==> src/rtl/counter_step_decoder_if.sv <==
// Sample bus from the observed up/down counter into the step decoder.
interface counter_step_decoder_if #(
  parameter int unsigned WIDTH = 4
);
  logic             smp_valid;
  logic [WIDTH-1:0] smp_data;

  modport master (output smp_valid, output smp_data);
  modport slave  (input  smp_valid, input  smp_data);
endinterface

==> src/rtl/counter_step_decoder.sv <==
// Passive monitor for an up/down loadable counter: classifies each sampled step
// as hold/up/down/wrap/jump and tracks direction, lock and saturating statistics.
module counter_step_decoder #(
  parameter int unsigned WIDTH    = 4,
  parameter int unsigned LOCK_CNT = 3,
  parameter int unsigned STAT_W   = 8
) (
  input  logic                   clk,
  input  logic                   rst,
  counter_step_decoder_if.slave  smp,
  input  logic                   clr_stats,
  output logic [1:0]             dir,
  output logic                   locked,
  output logic                   up_pulse,
  output logic                   down_pulse,
  output logic                   wrap_pulse,
  output logic                   jump_pulse,
  output logic [STAT_W-1:0]      up_cnt,
  output logic [STAT_W-1:0]      down_cnt,
  output logic [STAT_W-1:0]      jump_cnt
);

  localparam int unsigned RUN_W = 4;

  typedef enum logic {ACQ, TRACK} state_t;
  typedef enum logic [1:0] {
    DIR_UNK  = 2'b00,
    DIR_UP   = 2'b01,
    DIR_DOWN = 2'b10,
    DIR_HOLD = 2'b11
  } dir_t;

  state_t           state;
  dir_t             dir_q;
  dir_t             last_dir;  // direction of the most recent non-hold step
  logic [WIDTH-1:0] prev;
  logic [RUN_W-1:0] run;

  logic             step_c;
  logic             hold_c;
  logic             up_c;
  logic             down_c;
  logic [RUN_W-1:0] run_inc_c;
  logic [RUN_W-1:0] run_up_c;
  logic [RUN_W-1:0] run_down_c;

  // Step classification against the held reference, modulo 2^WIDTH.
  always_comb begin
    step_c     = smp.smp_valid && (state == TRACK);
    hold_c     = (smp.smp_data == prev);
    up_c       = (smp.smp_data == prev + WIDTH'(1));
    down_c     = (smp.smp_data == prev - WIDTH'(1));
    run_inc_c  = (run == RUN_W'(LOCK_CNT)) ? run : run + RUN_W'(1);
    run_up_c   = (last_dir == DIR_UP)   ? run_inc_c : RUN_W'(1);
    run_down_c = (last_dir == DIR_DOWN) ? run_inc_c : RUN_W'(1);
  end

  // Acquisition/tracking FSM with registered direction, lock and pulses.
  always_ff @(posedge clk or negedge rst) begin
    if (!rst) begin
      state      <= ACQ;
      dir_q      <= DIR_UNK;
      last_dir   <= DIR_UNK;
      prev       <= '0;
      run        <= '0;
      locked     <= 1'b0;
      up_pulse   <= 1'b0;
      down_pulse <= 1'b0;
      wrap_pulse <= 1'b0;
      jump_pulse <= 1'b0;
    end else begin
      up_pulse   <= 1'b0;
      down_pulse <= 1'b0;
      wrap_pulse <= 1'b0;
      jump_pulse <= 1'b0;
      if (smp.smp_valid) begin
        prev <= smp.smp_data;
        case (state)
          ACQ: state <= TRACK;
          TRACK: begin
            if (hold_c) begin
              dir_q <= DIR_HOLD;
            end else if (up_c) begin
              up_pulse   <= 1'b1;
              wrap_pulse <= (prev == '1);
              dir_q      <= DIR_UP;
              last_dir   <= DIR_UP;
              run        <= run_up_c;
              locked     <= (run_up_c == RUN_W'(LOCK_CNT));
            end else if (down_c) begin
              down_pulse <= 1'b1;
              wrap_pulse <= (prev == '0);
              dir_q      <= DIR_DOWN;
              last_dir   <= DIR_DOWN;
              run        <= run_down_c;
              locked     <= (run_down_c == RUN_W'(LOCK_CNT));
            end else begin
              jump_pulse <= 1'b1;
              dir_q      <= DIR_UNK;
              last_dir   <= DIR_UNK;
              run        <= '0;
              locked     <= 1'b0;
            end
          end
          default: state <= ACQ;
        endcase
      end
    end
  end

  assign dir = dir_q;

  // Saturating step statistics; a clear beats a same-cycle increment.
  always_ff @(posedge clk or negedge rst) begin
    if (!rst) begin
      up_cnt   <= '0;
      down_cnt <= '0;
      jump_cnt <= '0;
    end else if (clr_stats) begin
      up_cnt   <= '0;
      down_cnt <= '0;
      jump_cnt <= '0;
    end else if (step_c) begin
      if (up_c && (up_cnt != '1))
        up_cnt <= up_cnt + STAT_W'(1);
      if (down_c && (down_cnt != '1))
        down_cnt <= down_cnt + STAT_W'(1);
      if (!hold_c && !up_c && !down_c && (jump_cnt != '1))
        jump_cnt <= jump_cnt + STAT_W'(1);
    end
  end

endmodule
==> src/flat_wrapper.sv <==
// flat-port wrapper written by rule: the top's interface ports become plain ports
module counter_step_decoder_flat 
#(
  parameter int unsigned WIDTH    = 4,
  parameter int unsigned LOCK_CNT = 3,
  parameter int unsigned STAT_W   = 8
)
  (clk, rst, clr_stats, dir, locked, up_pulse, down_pulse, wrap_pulse, jump_pulse, up_cnt, down_cnt, jump_cnt, smp_smp_valid, smp_smp_data);
  counter_step_decoder_if #(.WIDTH(WIDTH)) smp_i ();
  input  logic clk;
  input  logic rst;
  input  logic clr_stats;
  output logic [1:0] dir;
  output logic locked;
  output logic up_pulse;
  output logic down_pulse;
  output logic wrap_pulse;
  output logic jump_pulse;
  output logic [STAT_W-1:0] up_cnt;
  output logic [STAT_W-1:0] down_cnt;
  output logic [STAT_W-1:0] jump_cnt;
  input wire logic [$bits(smp_i.smp_valid)-1:0] smp_smp_valid;
  input wire logic [$bits(smp_i.smp_data)-1:0] smp_smp_data;
  assign smp_i.smp_valid = smp_smp_valid;
  assign smp_i.smp_data = smp_smp_data;
  counter_step_decoder #(.WIDTH(WIDTH), .LOCK_CNT(LOCK_CNT), .STAT_W(STAT_W)) u_core (.clk(clk), .rst(rst), .smp(smp_i), .clr_stats(clr_stats), .dir(dir), .locked(locked), .up_pulse(up_pulse), .down_pulse(down_pulse), .wrap_pulse(wrap_pulse), .jump_pulse(jump_pulse), .up_cnt(up_cnt), .down_cnt(down_cnt), .jump_cnt(jump_cnt));
endmodule
==> config.mk <==
export PLATFORM = sky130hd
export DESIGN_NAME = counter_step_decoder_flat
export DESIGN_NICKNAME = d
export VERILOG_FILES = /design/src/rtl/counter_step_decoder_if.sv /design/src/rtl/counter_step_decoder.sv /design/src/flat_wrapper.sv
export SDC_FILE = /design/constraint.sdc
export NUM_CORES = 1
export LEC_CHECK = 0
export ABC_CLOCK_PERIOD_IN_PS = 3000
export BUFFER_PORTS_ARGS = -buffer_cell sky130_fd_sc_hd__buf_2
export CAP_MARGIN = 25
export CORE_UTILIZATION = 45
export CTS_CLUSTER_DIAMETER = 120
export CTS_CLUSTER_SIZE = 10
export DETAILED_ROUTE_END_ITERATION = 10
export GPL_TIMING_DRIVEN = 1
export PLACE_DENSITY = 0.66
export RECOVER_POWER = 50
export SLEW_MARGIN = 20
export SYNTH_ARGS = -nofsm -noshare
export SYNTH_HDL_FRONTEND = slang
export SYNTH_SLANG_ARGS = --single-unit
==> constraint.sdc <==
create_clock -name clk -period 3 [get_ports clk]
set_input_delay 0.3 -clock clk [delete_from_list [all_inputs] [get_ports clk]]
set_output_delay 0.3 -clock clk [all_outputs]
set_load 0.01 [all_outputs]
==> reports/results.md <==
| Item | This run |
| --- | --- |
| Gate count of the mapped netlist | 238 |
| Drt total wl | 4.73 mm |
| Combinational family with the most area after synthesis | simple AND/OR/NAND/NOR gates |
| Sum of met2 wire segment lengths after detailed routing | 2.14 mm |
| Beginning of the worst hold path | smp_smp_data[0] |
| Number of antenna cells inserted | 0 |
| Count of state elements after synthesis | 42 |
| Number of setup buffers added after CTS | 0 |
| Area share of the largest cell type after synthesis | 45.0% |
| Count of maximum capacitance violations | 0 |
| Sequence of cells on the critical path | inv_1 > ha_1 > xnor2_1 > nor3_2 > nand3_1 > or4_1 > a21oi_1 |
| Pin count of the biggest net entering global routing | 43 |
| Period utilisation layout | 84.9% |
| Syn_nets | 253 |
| Run status | finished, final reports clean |
| Number of synthesized flops with an enable pin | 0 |
| Depth of the worst register-to-register path | 7 |
| Relative slew margins | 11.8% |
| Highest signal layer in the routed design | met4 |
| Final count of negative-setup-slack endpoints | 0 |
| Number of antenna violations at the first check in global routing | 0 |
| Worst vdd ir | 0.313 mV |
| Die boundary height | 74.1 um |
| CTS tree | built |
| Overall power after layout | 0.00125 W |
| Ys async rst share | 100% |
| Leading post-synthesis cells by cell area | sky130_fd_sc_hd__dfrtp_1 45%, sky130_fd_sc_hd__ha_1 3.7%, sky130_fd_sc_hd__mux2_2 3.4% |
| Initial DRT Pass Iterations | 4 |
| Highest achievable clock rate | 393 MHz |
| Vias per cell | 5.48 |
| Slowest cell on the critical path | sky130_fd_sc_hd__or4_1 |
| Initial drt markers | 103 |
| DRC violation count after routing | 0 |
| Most used flip-flop cell after synthesis | sky130_fd_sc_hd__dfrtp_1 |
| Placement Setup Slack | 0.478 ns |
| Xor-xnor portion of the synthesized cell area | 6.16% |
| Warning count from the yosys run | 0 |
| Count of H-tree levels built during CTS | 2 |
| Average cell area after synthesis | 9.82 um^2 |
| Maximum fanout encountered on the critical timing path | 12 |
| ANT nets after route | 0 |
| Complex-gate fraction of the synthesized area | 13.5% |
| Number of placement rows | 25 |
| Post-Synth Adder-Cell Area | 3.75% |
| Critical Path Source | u_core.prev[0]$_DFFE_PN0P_ |
| Fraction of layout instances using a drive strength above 1 | 19.4% |
| Number of buffers inserted by port buffering | 38 |
| Multiplexer fraction of the synthesized cell area | 4.66% |
| Met3 layer wire length in the routed design | 202 um |
| Clock-pin slew on the worst setup and hold paths | 0.08 ns |
| Estimated wirelength of the detail-placed design | 3.35 mm |
| Boundary Pins | 39 |
| Largest area contributor in the netlist | sky130_fd_sc_hd__dfrtp_1 |
| Met1 WL | 2.32 mm |
| Number of CTS-inserted buffers | 5 |
| Delay of the slowest cell on the worst path | 0.57 ns |
| Post-synthesis cell type count | 48 |
| Kind of path behind the tightest hold check | primary input to register |
| Data arrival time of the worst path | 2.76 ns |
| Total Routing Usage GR | 19.9% |
| Final hold violation count | 0 |
| Top cells by instance count after synthesis | 42 x sky130_fd_sc_hd__dfrtp_1, 20 x sky130_fd_sc_hd__nand2_1, 20 x sky130_fd_sc_hd__nor2_1, 14 x sky130_fd_sc_hd__a21oi_1, 12 x sky130_fd_sc_hd__nand3_1 |
| Sequential fraction of the synthesis area | 45.0% |
| Most frequent cell after synthesis | sky130_fd_sc_hd__dfrtp_1 |
| Final routed wire length divided by cell count | 13.7 um |
| Setup repair after global routing missed its margin | no |
| Slew at the pin closest to its max-slew limit | 1.32 ns |
| Starting density of the core | 48.2% |
| Area grow syn2layout | 15.3% |
| Number of buffers on the longest clock path | 2 |
| Count of final max-slew check failures | 0 |
| Min Tclk post-route | 2.55 ns |
| Leak pwr | 1.24 nW |
| Skew-Pair Late Insertion Delay | 0.29 ns |
| Simple-gate area share of the yosys netlist | 24.6% |
| Setup clock skew after layout | 0.00354 ns |
| Core Box Area | 0.00485 mm^2 |
| Mapped cell area | 0.00234 mm^2 |
| Overall overflow remaining after global route | 0 |
| Worst Hold Path Cells | 3 |
| Die area | 0.00548 mm^2 |
| Startpoint Class | register |
| Final worst-path setup slack | 0.454 ns |
| Library cell used as clock root buffer | sky130_fd_sc_hd__clkbuf_8 |
| PD cells | 465 mW/mm^2 |
| Via count of the routed design | 1891 |
| CTS Sinks | 42 |
| Vias in the first global route | 1717 |
| Global placer's final weighted congestion | 0.792 |
| Required time at the endpoint of the critical path | 3.21 ns |
| Reg2Reg Launch Point | u_core.prev[0]$_DFFE_PN0P_ |
| Number of nets in the layout | 292 |
| Global-route wire length before repair | 8.27 mm |
| Worst Setup Path Type | register to register |
| Summed negative setup slack over all endpoints | 0 ns |
| Floorplan die width | 74.1 um |
| Category of the worst setup path capture point | register |
-- registers in the layout, summed over array words and instances (netlist names), 2 cells and up --
register         cells
u_core.down_cnt      8
u_core.jump_cnt      8
u_core.up_cnt        8
u_core.prev          4
u_core.run           4
u_core.dir           2
u_core.last_dir      2
-- cell usage in the layout, fill, tap and decap left out, drive strengths merged, types with 5 or more instances in the layout --
master and n:
or4 5, nand3 12, xnor2 6, xor2 5, nor2b 9, or3 5, o31ai 5, nand2 20
nor2 21, mux2 7, dfrtp 42, a31oi 5, nor3 5, ha 7, nand2b 5, o21ai 11
a21oi 14, buf 28, clkbuf 16
-- cell type report --
cell class	count	area, um^2
Inverter	3	11.3
Tap cell	67	83.8
Clock inverter	3	40.0
Timing Repair Buffer	41	206
Clock buffer	5	68.8
Sequential cell	42	1050
Fill cell	445	2160
Multi-Input combinational cell	184	1230
-- stage by stage --
stage | instances | cell area [um^2] | util [%] | hold slack, ns
floorplan | 238 | 2340 | - | 0.00441
global placement | 335 | 2570 | 53.1 | 0.457
detailed placement | 335 | 2570 | 53.1 | 0.463
CTS | 343 | 2680 | 55.4 | 0.173
global route | 345 | 2690 | 55.5 | 0.258
finish | 345 | 2690 | 55.5 | 0.257
-- cells by family after synthesis --
kind of cell | Yosys count
AOI/OAI and AO/OA | 50
xor gates and xnor gates | 13
adders and majority gates | 7
buffers and inverters | 12
DFF | 42
muxes | 10
and+or+nand+nor | 104
-- per-layer routing --
layer | up-vias | GRT usage, %
met1 | 900 | 28.2
met5 | - | 0
met2 | 38 | 30.3
li1 | 946 | -
met4 | 0 | 7.05
met3 | 7 | 4.20
-- worst paths after layout --
check                                            endpoint  slack [ns]
max                        u_core.down_cnt[7]$_DFFE_PN0P_        0.45
min                            u_core.prev[0]$_DFFE_PN0P_        0.26
max reg2reg                u_core.down_cnt[7]$_DFFE_PN0P_        0.45
min reg2reg                     u_core.locked$_DFFE_PN0P_        0.48
max in group asynchronous  u_core.down_cnt[2]$_DFFE_PN0P_        0.71
min in group asynchronous       u_core.run[3]$_DFFE_PN0P_        0.53
-- critical path: cells and delay by family (launching register included) --
family,cells,cell delay (ns)
fa+ha+maj,1,0.32
flops,1,0.44
buf+inv,1,0.11
compound gates,1,0.15
simple gates,3,1.27
xor+xnor,1,0.18
-- power breakdown --
group	switching, W	internal (W)	leakage (nW)	total [W]
clock network	0.000189	0.000245	0.0579	0.000433
logic	0.000121	0.0000813	0.621	0.000202
registers	0.0000271	0.000591	0.565	0.000618
total	0.000336	0.000917	1.24	0.00125
-- timing repair --
item,4_1_cts,5_1_grt
gates resized for setup,0,0
hold endpoints to repair,0,12
hold buffers,0,1
Power figures use the tool's default switching activity.
